## src/rtl/fir_coeff_pkg.sv

```systemverilog
// Shared definitions for the FIR coefficient reload controller: RAM geometry,
// controller FSM encoding and the bank/offset address composition.
package fir_coeff_pkg;

  localparam int NUM_BANKS     = 4;
  localparam int TAPS_PER_BANK = 10;
  localparam int BANK_STRIDE   = 16;
  localparam int MAX_TAPS      = NUM_BANKS * TAPS_PER_BANK;
  localparam int GUARD_CYC     = 4;

  typedef enum logic [2:0] {
    IDLE      = 3'd0,
    WAIT_SLOT = 3'd1,
    GET       = 3'd2,
    SETUP     = 3'd3,
    STROBE    = 3'd4,
    RECOV     = 3'd5,
    FILL      = 3'd6,
    DRAIN     = 3'd7
  } ctrlStateT;

  // Bank-strided RAM address; offsets 10..15 of each bank are never produced.
  function automatic logic [5:0] composeAddr(input logic [1:0] bank, input logic [3:0] offset);
    return 6'(int'(bank) * BANK_STRIDE + int'(offset));
  endfunction

endpackage

```

## src/rtl/fir_coeff_idx_cnt.sv

```systemverilog
// Bank/offset index counter for coefficient writes. Tracks how many taps have
// been written and flags when the write now completing is the last one
// needed to reach the requested target.
module fir_coeff_idx_cnt
  import fir_coeff_pkg::*;
(
  input  logic       iClk12M,
  input  logic       iRsn,
  input  logic       clear,
  input  logic       advance,
  input  logic [5:0] target,
  output logic [5:0] addr,
  output logic       last
);

  logic [1:0] bank;
  logic [3:0] offset;
  logic [5:0] written;

  // Step through offsets 0..9 inside a bank, then move on to the next bank.
  always_ff @(posedge iClk12M) begin
    if (!iRsn || clear) begin
      bank    <= 2'd0;
      offset  <= 4'd0;
      written <= 6'd0;
    end else if (advance) begin
      written <= written + 6'd1;
      if (offset == 4'(TAPS_PER_BANK - 1)) begin
        offset <= 4'd0;
        bank   <= bank + 2'd1;
      end else begin
        offset <= offset + 4'd1;
      end
    end
  end

  assign addr = composeAddr(bank, offset);
  // Counts the write currently in flight, since advance lands one cycle later.
  assign last = (written + 6'd1) >= target;

endmodule

```

## src/rtl/fir_coeff_load_ctrl.sv

```systemverilog
// Coefficient reload controller for the 4-bank FIR coefficient RAM.
// Takes linear-index coefficients from the host, writes them with a
// SETUP/STROBE/RECOV strobe sequence, and raises/lowers the coefficient
// update flag only on 600 kHz sample strobes.
// Optional build macro: COEFF_ZERO_FILL_EN -- zero-fills the taps above N
// so every load rewrites all 40 coefficients.
module fir_coeff_load_ctrl
  import fir_coeff_pkg::*;
#(
  parameter int COEF_W = 16
) (
  input  logic                     iClk12M,
  input  logic                     iRsn,
  input  logic                     iEnSample600k,
  input  logic                     iLoadReq,
  input  logic [5:0]               iNumTaps,
  input  logic                     iCoefValid,
  input  logic signed [COEF_W-1:0] iCoefData,
  output logic                     oCoefReady,
  output logic                     oCsnRam,
  output logic                     oWrnRam,
  output logic [5:0]               oAddrRam,
  output logic signed [COEF_W-1:0] oWrDtRam,
  output logic                     oCoeffUpdateFlag,
  output logic                     oBusy,
  output logic                     oDone,
  output logic                     oErr
);

  ctrlStateT  state;
  logic [5:0] numTaps;
  logic [2:0] guardCnt;
  logic [5:0] cntAddr;
  logic [5:0] cntTarget;
  logic       cntLast;

`ifdef COEFF_ZERO_FILL_EN
  logic fillPhase;
  assign cntTarget = fillPhase ? 6'(MAX_TAPS) : numTaps;
`else
  assign cntTarget = numTaps;
`endif

  assign oCoefReady = (state == GET);

  fir_coeff_idx_cnt uIdxCnt (
    .iClk12M (iClk12M),
    .iRsn    (iRsn),
    .clear   (state == IDLE),
    .advance (state == RECOV),
    .target  (cntTarget),
    .addr    (cntAddr),
    .last    (cntLast)
  );

  // Load sequencer with registered RAM strobes, flag and status pulses.
  always_ff @(posedge iClk12M) begin
    if (!iRsn) begin
      state            <= IDLE;
      numTaps          <= 6'd0;
      guardCnt         <= 3'd0;
      oCsnRam          <= 1'b1;
      oWrnRam          <= 1'b1;
      oAddrRam         <= 6'd0;
      oWrDtRam         <= '0;
      oCoeffUpdateFlag <= 1'b0;
      oBusy            <= 1'b0;
      oDone            <= 1'b0;
      oErr             <= 1'b0;
`ifdef COEFF_ZERO_FILL_EN
      fillPhase        <= 1'b0;
`endif
    end else begin
      oDone <= 1'b0;
      oErr  <= 1'b0;
      case (state)
        IDLE: begin
          if (iLoadReq) begin
            if (iNumTaps > 6'(MAX_TAPS)) begin
              oErr <= 1'b1;
            end else begin
              numTaps <= iNumTaps;
              oBusy   <= 1'b1;
              state   <= WAIT_SLOT;
`ifdef COEFF_ZERO_FILL_EN
              fillPhase <= 1'b0;
`endif
            end
          end
        end
        WAIT_SLOT: begin
          if (iEnSample600k) begin
            oCoeffUpdateFlag <= 1'b1;
            guardCnt         <= 3'd0;
            if (numTaps != 6'd0) begin
              state <= GET;
            end else begin
`ifdef COEFF_ZERO_FILL_EN
              fillPhase <= 1'b1;
              state     <= FILL;
`else
              state     <= DRAIN;
`endif
            end
          end
        end
        GET: begin
          if (iCoefValid) begin
            oWrDtRam <= iCoefData;
            oAddrRam <= cntAddr;
            state    <= SETUP;
          end
        end
`ifdef COEFF_ZERO_FILL_EN
        FILL: begin
          oWrDtRam <= '0;
          oAddrRam <= cntAddr;
          state    <= SETUP;
        end
`endif
        SETUP: begin
          oCsnRam <= 1'b0;
          oWrnRam <= 1'b0;
          state   <= STROBE;
        end
        STROBE: begin
          oCsnRam <= 1'b1;
          oWrnRam <= 1'b1;
          state   <= RECOV;
        end
        RECOV: begin
          guardCnt <= 3'd0;
`ifdef COEFF_ZERO_FILL_EN
          if (!cntLast) begin
            state <= fillPhase ? FILL : GET;
          end else if (!fillPhase && numTaps != 6'(MAX_TAPS)) begin
            fillPhase <= 1'b1;
            state     <= FILL;
          end else begin
            state <= DRAIN;
          end
`else
          state <= cntLast ? DRAIN : GET;
`endif
        end
        DRAIN: begin
          if (guardCnt != 3'(GUARD_CYC)) begin
            guardCnt <= guardCnt + 3'd1;
          end else if (iEnSample600k) begin
            oCoeffUpdateFlag <= 1'b0;
            oDone            <= 1'b1;
            oBusy            <= 1'b0;
            state            <= IDLE;
          end
        end
        default: state <= IDLE;
      endcase
    end
  end

endmodule

```

## config.mk

```make
export PLATFORM = sky130hd
export DESIGN_NAME = fir_coeff_load_ctrl
export DESIGN_NICKNAME = d
export VERILOG_FILES = /design/src/rtl/fir_coeff_pkg.sv /design/src/rtl/fir_coeff_idx_cnt.sv /design/src/rtl/fir_coeff_load_ctrl.sv
export SDC_FILE = /design/constraint.sdc
export NUM_CORES = 1
export LEC_CHECK = 0
export ABC_AREA = 1
export CAP_MARGIN = 5
export CORE_MARGIN = 2
export CORE_UTILIZATION = 45
export DETAILED_ROUTE_END_ITERATION = 7
export PLACE_DENSITY = 0.75
export SLEW_MARGIN = 40
export SYNTH_ARGS = -nofsm -noshare
export SYNTH_HDL_FRONTEND = slang
export SYNTH_SLANG_ARGS = --single-unit
```

## constraint.sdc

```tcl
create_clock -name iClk12M -period 1.6 [get_ports iClk12M]
set_input_delay 0.24 -clock iClk12M [delete_from_list [all_inputs] [get_ports iClk12M]]
set_output_delay 0.24 -clock iClk12M [all_outputs]
set_load 0.05 [all_outputs]
```

==> run summary <==
CTS tree - yes
Setup violations, final - 2
routed wl met2 - 2515 um
post-route insts no fill - 462
Relative slew margins - 80.46%
power density over the cells - 1405 nW/um2
Cell variety after synth - 34
Syn Inst Count - 315
switch share - 41.48%
Worst Setup Path Type - reg -> reg
maximum clock insertion buffer count - 2
worst path cell trace - inv_1 > nor3_4 > xor2_1 > ha_1 > nand3_1 > nor2_1 > nor2_1 > nand2_1 > nand2_1 > nand2_1 > nand2_1 > a21oi_1
top cell type's share of synthesized area - 42.81%
effective utilization at floorplan - 46.69%
reg2reg end - state[2]
violated checks - negative setup slack
Worst setup EP type - register
syn nets - 351
Psw - 1.892 mW
crit-path max FO - 3
clock root buffer - clkbuf_8
r2r setup slk - -0.23 ns
initial antenna violation count - 0
Hold Vio Cnt, Final - 0
Top Layer Used - met4
CTS Sinks - 51
CP required - 1.79 ns
vias in the first global route - 2,185
Hold Buf Count CTS - 0
CP arrival - 2.01 ns
main area contributors after synthesis - dfxtp_1, nor2_1, o21ai_0
Leakage Power - 1.462 nW
CTS H-tree depth - 2
final worst path period need - 1.825 ns
hold path depth - 2
DRT antenna net count - 0
DR DRC count - 0
Hold EP - oBusy
Worst VDD drop - 0.7656 mV
Syn Area/Cell - 7.571 um2
grt total ovfl - 0
WP buf/inv - 1
Mapped Area - 2385 um2
top_reg_cell synth - dfxtp_1
placed wire-length estimate - 3941 um
sequential power share - 35.0%
setup TNS - -0.4438 ns
top cells by count, synth - nor2_1, dfxtp_1, nand2_1
clock power share - 19.2%
Hold Path Class - reg -> reg
dpl cells - 453
Max stage delay on crit path - 0.34 ns
Most common cell on crit path - nand2_1
asr flop ratio synth - 0%
fin crit share - 114.1%
Clock Pin Slew Worst Setup and Hold Paths - 0.09 ns
via-per-instance ratio - 4.762
TritonRoute pass-1 iters - 4
CP max stage cell - dfxtp_2
Post-Route Skew - 0.005437 ns
largest area contributor in the netlist - dfxtp_1
Worst Reg-to-Reg Cells - 12
row count - 26
gpl congestion - 0.8025
met1 WL - 2253 um
worst-margin pin slew - 0.2927 ns
n_diodes - 0
top-count cell post-synth - nor2_1
fmax - 0.5478 GHz
Int Pwr - 2.669 mW
Max-Cap Viols - 0
fin worst setup slack - -0.2255 ns
initial drt markers - 95
Chip Height - 76.80 um
Top-Level Pins - 56
RSZ-0062 raised after global routing - true
max-slew violation count - 0
sequential fraction of the synthesis area - 42.81%
cts bufs inserted - 5
met3 wire length - 344 um
fin nets - 427
first-pass GRT wire length - 9025 um
total core area - 5107 um2
Synthesis Warnings - 0
outcome - finished with violations
EDFF count, synth - 0
largest net degree at the start of global routing - 28
startpoint types - register
worst r2r src - uIdxCnt.written[3]
WL/cell - 11.19 um
Comb pwr share - 45.8%
Yosys reg bits - 51
Area Growth Syn to Fin - 36.10%
DIE AREA - 5897 um2
HP Start - oBusy
vias post-DR - 2,200
chip width - 76.80 um
worst skew pair latency - 0.30 ns
GR Util All Layers - 18.39%
CP top delay family - simple AND/OR/NAND/NOR gates
layout cells sized above 1 - 23.47%
routed wire length - 5170 um
port bufs - 55
==> cell families after synthesis <==
group | count (synthesis) | synth area share, %
simple gates | 133 | 26.44
buf+inv | 49 | 8.971
compound gates | 68 | 15.22
flops | 51 | 42.81
xor+xnor | 5 | 1.836
fa+ha+maj | 9 | 4.722
==> power by group through the flow <==
stage / Combinational (mW) / Sequential [mW] / Clock (mW)
after floorplan: 1.02 / 2.07 / 0
after global placement: 2.06 / 1.62 / 0
after detailed placement: 2.08 / 1.63 / 0
after CTS: 2.10 / 1.60 / 0.905
after global routing: 2.30 / 1.63 / 0.956
final: 2.09 / 1.60 / 0.874
==> worst reg2reg max path, cell delays in order (launching register included) <==
cell     delay, ns
dfxtp_2       0.34
inv_1         0.07
nor3_4        0.20
xor2_1        0.24
ha_1          0.32
nand3_1       0.12
nor2_1        0.06
nor2_1        0.10
nand2_1       0.05
nand2_1       0.07
nand2_1       0.05
nand2_1       0.05
a21oi_1       0.05
==> registers in the layout (all words and copies together), names as in the netlist <==
register,flops
uIdxCnt.offset,4
cntTarget,6
oErr,1
state,3
uIdxCnt.bank,2
oBusy,1
uIdxCnt.written,6
oWrDtRam,16
oCoeffUpdateFlag,1
guardCnt,3
oDone,1
oAddrRam,6
oWrnRam,1
==> how the worst max path moves through the flow <==
stage / startpoint / to / slack (ns) / depth (start not counted)
after CTS: uIdxCnt.written[1] / state[2] / -0.24 / 12
after global placement: uIdxCnt.written[1] / state[2] / -0.08 / 12
final: uIdxCnt.written[3] / state[2] / -0.23 / 12
after floorplan: uIdxCnt.written[1] / state[0] / -0.006 / 12
after global routing: uIdxCnt.written[1] / state[2] / -0.36 / 12
after detailed placement: uIdxCnt.written[1] / state[2] / -0.20 / 12
==> metal layers <==
metal / vias to the layer above / GRT usage (%)
li1: 1164 / -
met1: 963 / 20.69
met2: 65 / 33.42
met3: 8 / 5.529
met4: 0 / 5.091
met5: - / 0
==> area by class of cell <==
class                           instances  area (um2)
Clock buffer                            7       76.32
Clock inverter                          1       30.03
Fill cell                             460        1862
Inverter                               40       158.9
Multi-Input combinational cell        215        1199
Sequential cell                        51        1031
Tap cell                               70       87.58
Timing Repair Buffer                   78       663.1
==> metrics by stage <==
step	power (mW)	setup WS [ns]	util (%)	hold slack, ns	area [um2]
2_1_floorplan	3.097	-0.006176	-	0.3829	2415
3_5_place_dp	3.712	-0.2030	60.71	0.4617	3100
3_3_place_gp	3.678	-0.08033	60.71	0.4510	3100
4_1_cts	4.600	-0.2402	62.93	0.4754	3214
5_1_grt	4.883	-0.3593	63.55	0.5011	3246
6_report	4.561	-0.2255	63.55	0.4757	3246
==> placed cells by master, fill, tap and decap left out, types with 2 or more instances in the layout <==
cell type	instances
a21oi_1	27
buf_4	51
clkbuf_1	2
clkbuf_8	5
clkdlybuf4s50_1	26
dfxtp_1	47
dfxtp_2	2
dfxtp_4	2
ha_1	8
inv_1	34
inv_2	2
nand2_1	38
nand2_2	5
nand2_4	2
nand3_1	13
nand3_2	4
nor2_1	54
nor2_2	2
nor2_4	4
nor3_1	5
o21a_1	2
o21ai_0	33
o21ai_1	2
xor2_1	4
==> timing repair <==
| action | in CTS | in global routing |
|---|---|---|
| setup endpoints to repair | 2 | 5 |
| pin swaps | 2 | 3 |
| buffers inserted | 0 | 1 |
| resized for setup | 2 | 4 |
Power figures use the tool's default switching activity.
